### config.mk
export PLATFORM = sky130hd
export DESIGN_NAME = pkt_read_release_flat
export DESIGN_NICKNAME = d
export VERILOG_FILES = /design/src/rtl/pkt_read_release_if.sv /design/src/rtl/pkt_read_release.sv /design/src/flat_wrapper.sv
export SDC_FILE = /design/constraint.sdc
export NUM_CORES = 1
export LEC_CHECK = 0
export BUFFER_PORTS_ARGS = -buffer_cell sky130_fd_sc_hd__buf_2
export CORE_MARGIN = 10
export CORE_UTILIZATION = 48
export CTS_CLUSTER_SIZE = 16
export DETAILED_ROUTE_END_ITERATION = 16
export PLACE_DENSITY = 0.92
export SYNTH_ARGS = -nofsm -noshare
export SYNTH_HDL_FRONTEND = slang
export SYNTH_SLANG_ARGS = --single-unit
### constraint.sdc
create_clock -name clk_sys -period 2.8 [get_ports clk_sys]
set_input_delay 0.56 -clock clk_sys [delete_from_list [all_inputs] [get_ports clk_sys]]
set_output_delay 0.56 -clock clk_sys [all_outputs]
set_load 0.05 [all_outputs]
### src/rtl/pkt_read_release_if.sv
// rtl/pkt_read_release_if.sv - descriptor, packet RAM, transmit and free-ID signals of the packet read side
interface pkt_read_release_if;
    logic [8:0]   desc_bufid;
    logic         desc_wr;
    logic         desc_ack;
    logic         pkt_ram_rd;
    logic [11:0]  pkt_ram_raddr;
    logic [133:0] pkt_ram_rdata;
    logic [133:0] pkt_data;
    logic         pkt_data_wr;
    logic         tx_afull;
    logic [8:0]   bufid_free_req;
    logic         bufid_free_req_wr;
    logic         bufid_free_req_ack;
    logic [7:0]   overrun_cnt;

    // Environment side: scheduler, packet RAM, transmit FIFO and buffer manager
    modport master (
        output desc_bufid, desc_wr, pkt_ram_rdata, tx_afull, bufid_free_req_ack,
        input  desc_ack, pkt_ram_rd, pkt_ram_raddr, pkt_data, pkt_data_wr,
               bufid_free_req, bufid_free_req_wr, overrun_cnt
    );

    // Read-release engine side
    modport slave (
        input  desc_bufid, desc_wr, pkt_ram_rdata, tx_afull, bufid_free_req_ack,
        output desc_ack, pkt_ram_rd, pkt_ram_raddr, pkt_data, pkt_data_wr,
               bufid_free_req, bufid_free_req_wr, overrun_cnt
    );
endinterface

### src/rtl/pkt_read_release.sv
// rtl/pkt_read_release.sv - streams one buffered packet out of the packet RAM and frees its buffer ID
module pkt_read_release #(
    parameter int RAM_RD_LAT    = 2,
    parameter int LINES_PER_BUF = 8
) (
    input  logic               clk_sys,
    input  logic               reset_n,
    pkt_read_release_if.slave  bus
);
    typedef enum logic [1:0] {S_IDLE, S_READ, S_DRAIN, S_FREE} state_t;

    localparam logic [1:0] FLAG_TAIL = 2'b10;

    state_t                  state_q, state_d;
    logic [8:0]              bufid_q;
    logic [3:0]              issue_cnt_q;
    logic [2:0]              rcv_cnt_q;
    logic                    tail_seen_q;
    logic [RAM_RD_LAT-1:0]   vld_q;
    logic                    rd_q;
    logic [11:0]             raddr_q;
    logic                    desc_ack_q;
    logic [133:0]            pkt_data_q;
    logic                    pkt_data_wr_q;
    logic [8:0]              free_id_q;
    logic                    free_wr_q;
    logic [7:0]              overrun_q;

    logic                    accept;
    logic                    issue_en;
    logic                    ret_vld;
    logic                    ret_end;
    logic                    overrun_hit;
    logic                    pipe_empty;
    logic                    free_start;
    logic                    free_done;
    logic                    ret_last_line;

    // State register
    always_ff @(posedge clk_sys or negedge reset_n) begin
        if (!reset_n) begin
            state_q <= S_IDLE;
        end else begin
            state_q <= state_d;
        end
    end

    // Next state: one packet at a time, the free handshake closes each packet
    always_comb begin
        state_d = state_q;
        case (state_q)
            S_IDLE:  if (bus.desc_wr)            state_d = S_READ;
            S_READ:  if (ret_end)                state_d = S_DRAIN;
            S_DRAIN: if (pipe_empty)             state_d = S_FREE;
            S_FREE:  if (bus.bufid_free_req_ack) state_d = S_IDLE;
            default:                             state_d = S_IDLE;
        endcase
    end

    // Control strobes; the tail/last-line return both ends the packet and squashes the in-flight reads
    always_comb begin
        ret_last_line = (rcv_cnt_q == 3'(LINES_PER_BUF - 1));
        accept        = (state_q == S_IDLE) && bus.desc_wr;
        ret_vld       = vld_q[RAM_RD_LAT-1] && ((state_q == S_READ) || (state_q == S_DRAIN));
        ret_end       = ret_vld && (state_q == S_READ) &&
                        ((bus.pkt_ram_rdata[133:132] == FLAG_TAIL) || ret_last_line);
        overrun_hit   = ret_end && ret_last_line && (bus.pkt_ram_rdata[133:132] != FLAG_TAIL);
        issue_en      = (state_q == S_READ) && !bus.tx_afull && !tail_seen_q && !ret_end &&
                        (issue_cnt_q < 4'(LINES_PER_BUF));
        pipe_empty    = (vld_q == '0) && !rd_q;
        free_start    = (state_q == S_DRAIN) && pipe_empty;
        free_done     = (state_q == S_FREE) && bus.bufid_free_req_ack;
    end

    // Packet context: buffer ID, counters and tail flag, cleared on each accepted descriptor
    always_ff @(posedge clk_sys or negedge reset_n) begin
        if (!reset_n) begin
            bufid_q     <= '0;
            issue_cnt_q <= '0;
            rcv_cnt_q   <= '0;
            tail_seen_q <= 1'b0;
            desc_ack_q  <= 1'b0;
        end else begin
            desc_ack_q <= accept;
            if (accept) begin
                bufid_q     <= bus.desc_bufid;
                issue_cnt_q <= '0;
                rcv_cnt_q   <= '0;
                tail_seen_q <= 1'b0;
            end else begin
                if (issue_en) issue_cnt_q <= issue_cnt_q + 4'd1;
                if (ret_vld)  rcv_cnt_q   <= rcv_cnt_q + 3'd1;
                if (ret_end)  tail_seen_q <= 1'b1;
            end
        end
    end

    // Speculative read issue and the in-flight valid shift register
    always_ff @(posedge clk_sys or negedge reset_n) begin
        if (!reset_n) begin
            rd_q    <= 1'b0;
            raddr_q <= '0;
            vld_q   <= '0;
        end else begin
            rd_q <= issue_en;
            if (issue_en) raddr_q <= {bufid_q, issue_cnt_q[2:0]};
            // Reads already issued when the tail comes back carry data past the packet end
            if (ret_end) vld_q <= '0;
            else         vld_q <= {vld_q[RAM_RD_LAT-2:0], rd_q};
        end
    end

    // Output line register; a missing tail on the last line is patched to a tail flag
    always_ff @(posedge clk_sys or negedge reset_n) begin
        if (!reset_n) begin
            pkt_data_q    <= '0;
            pkt_data_wr_q <= 1'b0;
            overrun_q     <= '0;
        end else begin
            pkt_data_wr_q <= ret_vld;
            if (ret_vld) begin
                pkt_data_q <= overrun_hit ? {FLAG_TAIL, bus.pkt_ram_rdata[131:0]} : bus.pkt_ram_rdata;
            end
            if (overrun_hit && (overrun_q != 8'hFF)) overrun_q <= overrun_q + 8'd1;
        end
    end

    // Free-ID request, held from pipeline empty until acknowledged
    always_ff @(posedge clk_sys or negedge reset_n) begin
        if (!reset_n) begin
            free_id_q <= '0;
            free_wr_q <= 1'b0;
        end else if (free_start) begin
            free_id_q <= bufid_q;
            free_wr_q <= 1'b1;
        end else if (free_done) begin
            free_wr_q <= 1'b0;
        end
    end

    assign bus.desc_ack          = desc_ack_q;
    assign bus.pkt_ram_rd        = rd_q;
    assign bus.pkt_ram_raddr     = raddr_q;
    assign bus.pkt_data          = pkt_data_q;
    assign bus.pkt_data_wr       = pkt_data_wr_q;
    assign bus.bufid_free_req    = free_id_q;
    assign bus.bufid_free_req_wr = free_wr_q;
    assign bus.overrun_cnt       = overrun_q;
endmodule

### src/flat_wrapper.sv
// flat-port wrapper written by rule: the top's interface ports become plain ports
module pkt_read_release_flat 
#(
    parameter int RAM_RD_LAT    = 2,
    parameter int LINES_PER_BUF = 8
)
  (clk_sys, reset_n, bus_desc_bufid, bus_desc_wr, bus_pkt_ram_rdata, bus_tx_afull, bus_bufid_free_req_ack, bus_desc_ack, bus_pkt_ram_rd, bus_pkt_ram_raddr, bus_pkt_data, bus_pkt_data_wr, bus_bufid_free_req, bus_bufid_free_req_wr, bus_overrun_cnt);
  pkt_read_release_if bus_i ();
  input  logic clk_sys;
  input  logic reset_n;
  input wire logic [$bits(bus_i.desc_bufid)-1:0] bus_desc_bufid;
  input wire logic [$bits(bus_i.desc_wr)-1:0] bus_desc_wr;
  input wire logic [$bits(bus_i.pkt_ram_rdata)-1:0] bus_pkt_ram_rdata;
  input wire logic [$bits(bus_i.tx_afull)-1:0] bus_tx_afull;
  input wire logic [$bits(bus_i.bufid_free_req_ack)-1:0] bus_bufid_free_req_ack;
  output wire logic [$bits(bus_i.desc_ack)-1:0] bus_desc_ack;
  output wire logic [$bits(bus_i.pkt_ram_rd)-1:0] bus_pkt_ram_rd;
  output wire logic [$bits(bus_i.pkt_ram_raddr)-1:0] bus_pkt_ram_raddr;
  output wire logic [$bits(bus_i.pkt_data)-1:0] bus_pkt_data;
  output wire logic [$bits(bus_i.pkt_data_wr)-1:0] bus_pkt_data_wr;
  output wire logic [$bits(bus_i.bufid_free_req)-1:0] bus_bufid_free_req;
  output wire logic [$bits(bus_i.bufid_free_req_wr)-1:0] bus_bufid_free_req_wr;
  output wire logic [$bits(bus_i.overrun_cnt)-1:0] bus_overrun_cnt;
  assign bus_i.desc_bufid = bus_desc_bufid;
  assign bus_i.desc_wr = bus_desc_wr;
  assign bus_i.pkt_ram_rdata = bus_pkt_ram_rdata;
  assign bus_i.tx_afull = bus_tx_afull;
  assign bus_i.bufid_free_req_ack = bus_bufid_free_req_ack;
  assign bus_desc_ack = bus_i.desc_ack;
  assign bus_pkt_ram_rd = bus_i.pkt_ram_rd;
  assign bus_pkt_ram_raddr = bus_i.pkt_ram_raddr;
  assign bus_pkt_data = bus_i.pkt_data;
  assign bus_pkt_data_wr = bus_i.pkt_data_wr;
  assign bus_bufid_free_req = bus_i.bufid_free_req;
  assign bus_bufid_free_req_wr = bus_i.bufid_free_req_wr;
  assign bus_overrun_cnt = bus_i.overrun_cnt;
  pkt_read_release #(.RAM_RD_LAT(RAM_RD_LAT), .LINES_PER_BUF(LINES_PER_BUF)) u_core (.clk_sys(clk_sys), .reset_n(reset_n), .bus(bus_i));
endmodule
==> flow_metrics.env <==
export IMPL_antenna_found_initial=2
export IMPL_skew_ns=0.0118
export IMPL_max_slew_worst_pin_slew_ns=0.597
export IMPL_netlist_top_cells_area="dfrtp_1, nand2_1, mux2_2"
export IMPL_cp_data_arrival_time_ns=2.69
export IMPL_grt_use_met3_pct=7.62
export IMPL_clk_path_buf_depth=2
export IMPL_grt_pass1_vias=6279
export IMPL_synth_top_family_by_area="simple AND/OR/NAND/NOR gates"
export IMPL_r2r_end="u_core.bus.pkt_ram_raddr[2]"
export IMPL_worstPathRequired_ns=3.10
export IMPL_synth_top_area_cell="dfrtp_1"
export IMPL_cp_top_family="simple AND/OR/NAND/NOR gates"
export IMPL_synth_flop_cell="dfrtp_1"
export IMPL_die_h_um=143
export IMPL_vias=6202
export IMPL_synth_async_reset_ratio_pct=100
export IMPL_syn_area_um2=7300
export IMPL_crit_start="u_core.state_q[0]"
export IMPL_slowest_stage="nand2_1"
export IMPL_clk_latency_ns=0.42
export IMPL_rsz0062_at_grt="no"
export IMPL_max_freq_mhz=418
export IMPL_setup_tns_final_ns=0
export IMPL_h_tree_depth=4
export IMPL_synth_cell_type_count=35
export IMPL_grt_usage_pct=20.1
export IMPL_status="finished, final reports clean"
export IMPL_max_stage_delay_ns=0.48
export IMPL_yosys_area_share_simple_pct=25.3
export IMPL_drt_iter0_drc=459
export IMPL_period_share_pct=85.4
export IMPL_relSlewSlack_pct=60.1
export IMPL_synth_xor_area_share_pct=0.360
export IMPL_leakagePower_nw=4.90
export IMPL_maxCapViolations=0
export IMPL_irDropWorstVdd_uv=359
export IMPL_grt_met1_usage_pct=22.8
export IMPL_area_growth_pct=32.8
export IMPL_crit_path_start_kind="flop"
export IMPL_critPathKind="reg -> reg"
export IMPL_yosysWarnings=0
export IMPL_cts_sinks=188
export IMPL_synth_fa_ha_area_share_pct=1.54
export IMPL_cp_num_buf_inv=2
export IMPL_seqPwrFrac_pct=51.3
export IMPL_reg2reg_from="u_core.state_q[0]"
export IMPL_powerDensity_nw_per_um2=547
export IMPL_drive_gt1_share_pct=35.9
export IMPL_wl_per_cell_um=16.7
export IMPL_yosysSeqAreaShare_pct=64.4
export IMPL_fin_area_um2=9690
export IMPL_crit_chain="inv_1, ha_1, nand2_4, inv_4, o21ai_2, nand2_1, mux2_2"
export IMPL_postSynthAreaPerCell_um2=9.56
export IMPL_yosysTopAreaCellShare_pct=64.4
export IMPL_core_area_um2=15000
export IMPL_setup_viol=0
export IMPL_numCtsBuffers=17
export IMPL_endpoint_kind="flop"
export IMPL_initial_core_util_pct=48.6
export IMPL_final_nets=1230
export IMPL_ys_ff_latch=188
export IMPL_p_switching_mw=1.13
export IMPL_maxSlewViolCount=0
export IMPL_syn_num_nets=921
export IMPL_cts_resized=0
export IMPL_synth_enable_flop_cells=0
export IMPL_hp_class="in -> async"
export IMPL_postCtsHoldBufs=0
export IMPL_power_frac_clock_pct=45.3
export IMPL_postCtsSetupRepairBufs=0
export IMPL_synth_compound_area_share_pct=1.70
export IMPL_met2_usage_pct=34.0
export IMPL_grt_max_degree=137
export IMPL_path_depth=7
export IMPL_fillers=1157
export IMPL_reg2regPathDepth=7
export IMPL_postRouteAntennaNets=0
export IMPL_crit_path_end="u_core.bus.pkt_ram_raddr[2]"
export IMPL_cts_tree="built"
export IMPL_gp_congestion=0.890
export IMPL_p_int_mw=4.18
export IMPL_dp_hpwl_mm=15.7
export IMPL_finalHoldViolations=0
export IMPL_min_period_ns=2.39
export IMPL_port_buffers=314
export IMPL_grt_busiest_layer="met2"
export IMPL_fin_util_pct=64.5
export IMPL_clk_pin_slew_ns=0.07
export IMPL_hold_ws_ns=0.119
export IMPL_power_frac_comb_pct=3.4
export IMPL_die_area_um2=20500
export IMPL_rows=45
export IMPL_detailed_place_area_um2=9100
export IMPL_cts_root_buf="clkbuf_16"
export IMPL_synth_cells=764
export IMPL_swShare_pct=21.3
export IMPL_viasPerCell=4.87
export IMPL_ff2ff_setup_slack_ns=0.41
export IMPL_drc_errors=0
export IMPL_muxShareOfSynthArea_pct=4.28
export IMPL_totalWireLength_mm=21.2
export IMPL_die_x_um=143
export IMPL_critPathMaxFanout=32
export IMPL_dr_pass1_iters=6
export IMPL_boundaryPins=315
export IMPL_power_mw=5.30
export IMPL_overflow=0
export IMPL_grt_pass1_wl_mm=32.7
==> stage by stage <==
stage	setup slack, ns	cells
after floorplan	0.839	764
final	0.410	1274
after global placement	0.576	1242
after global routing	0.272	1273
after CTS	0.409	1273
after detailed placement	0.416	1242
==> synthesized netlist by cell type, types with 2 or more instances <==
cell type and n:
mux2_2 25, nand2b_1 2, buf_2 5, mux2i_1 2, nor2_1 6, dfrtp_1 188
a21oi_1 7, nand2_1 442, o21ai_0 6, and2_1 2, xnor2_1 2, nor3_1 2
nand3_1 6, inv_1 10, nor3_2 2, nand4_1 2, clkbuf_1 24, or3_1 3
buf_1 4, ha_1 9
==> layout by cell type, fill, tap and decap left out, types with 2 or more instances in the layout <==
cell type  count
nor3_2         2
buf_4          6
clkbuf_8       2
mux2_2        25
and2_1         2
inv_6          4
or3_1          3
buf_2        313
nand2_1      441
nand2b_1       2
mux2i_1        2
a21oi_1        7
nor2_1         6
buf_12         3
clkinv_4       3
o21ai_0        6
nand4_1        2
nor3_1         2
bufinv_16      2
inv_1          9
xnor2_1        2
nand3_1        6
dfrtp_1      188
ha_1           9
clkbuf_16     17
==> state kept, by name (all words and copies together) (netlist names) <==
| name | count |
|---|---|
| u_core.bus.pkt_data_wr | 1 |
| u_core.bus.pkt_ram_rd | 1 |
| u_core.bus.overrun_cnt | 8 |
| u_core.bus.pkt_data | 134 |
| u_core.bus.bufid_free_req_wr | 1 |
| u_core.bus.desc_ack | 1 |
| u_core.tail_seen_q | 1 |
| u_core.state_q | 2 |
| u_core.issue_cnt_q | 4 |
| u_core.rcv_cnt_q | 3 |
| u_core.vld_q | 2 |
| u_core.bus.bufid_free_req | 9 |
| u_core.bus.pkt_ram_raddr | 12 |
| u_core.bufid_q | 9 |
==> how the worst min path moves through the flow <==
stage	start	end	slack, ns
final	reset_n	u_core.bufid_q[3]	0.12
after global routing	reset_n	u_core.bufid_q[3]	0.15
after CTS	reset_n	u_core.bufid_q[3]	0.12
after detailed placement	u_core.bus.pkt_data[93]	u_core.bus.pkt_data[93]	0.46
after global placement	u_core.bus.pkt_data[60]	u_core.bus.pkt_data[60]	0.45
after floorplan	reset_n	u_core.bufid_q[0]	0.26
==> cell families (layout without fill, tap and decap cells) <==
| family | count (synthesis) | after routing |
|---|---|---|
| buf+inv | 44 | 365 |
| fa+ha+maj | 9 | 9 |
| xor+xnor | 3 | 3 |
| other cells | 0 | 1 |
| flops | 188 | 188 |
| compound gates | 20 | 20 |
| simple gates | 472 | 472 |
| mux | 28 | 28 |
==> power by group through the flow <==
stage	sequential (mW)	clock [mW]	combinational, mW
finish	2.72	2.40	0.181
global route	2.72	2.58	0.203
CTS	2.72	2.46	0.184
detailed placement	2.77	0	0.183
global placement	2.77	0	0.180
floorplan	2.78	0	0.00582
==> per-layer routing <==
metal / share of wire [%] / vias up
met5: 0.042 / -
met4: 2.5 / 2
met3: 9.6 / 39
met2: 50 / 269
met1: 38 / 2905
li1: - / 2987
==> final cells by class <==
class	instances	area [µm²]	share of cell area (%)
Tap cell	188	235	2.43
Sequential cell	188	4700	48.5
Antenna cell	1	2.50	0.0258
Multi-Input combinational cell	532	2430	25.1
Clock buffer	20	457	4.71
Clock inverter	11	134	1.38
Inverter	11	43.8	0.452
Timing Repair Buffer	323	1680	17.4
Power figures use the tool's default switching activity.
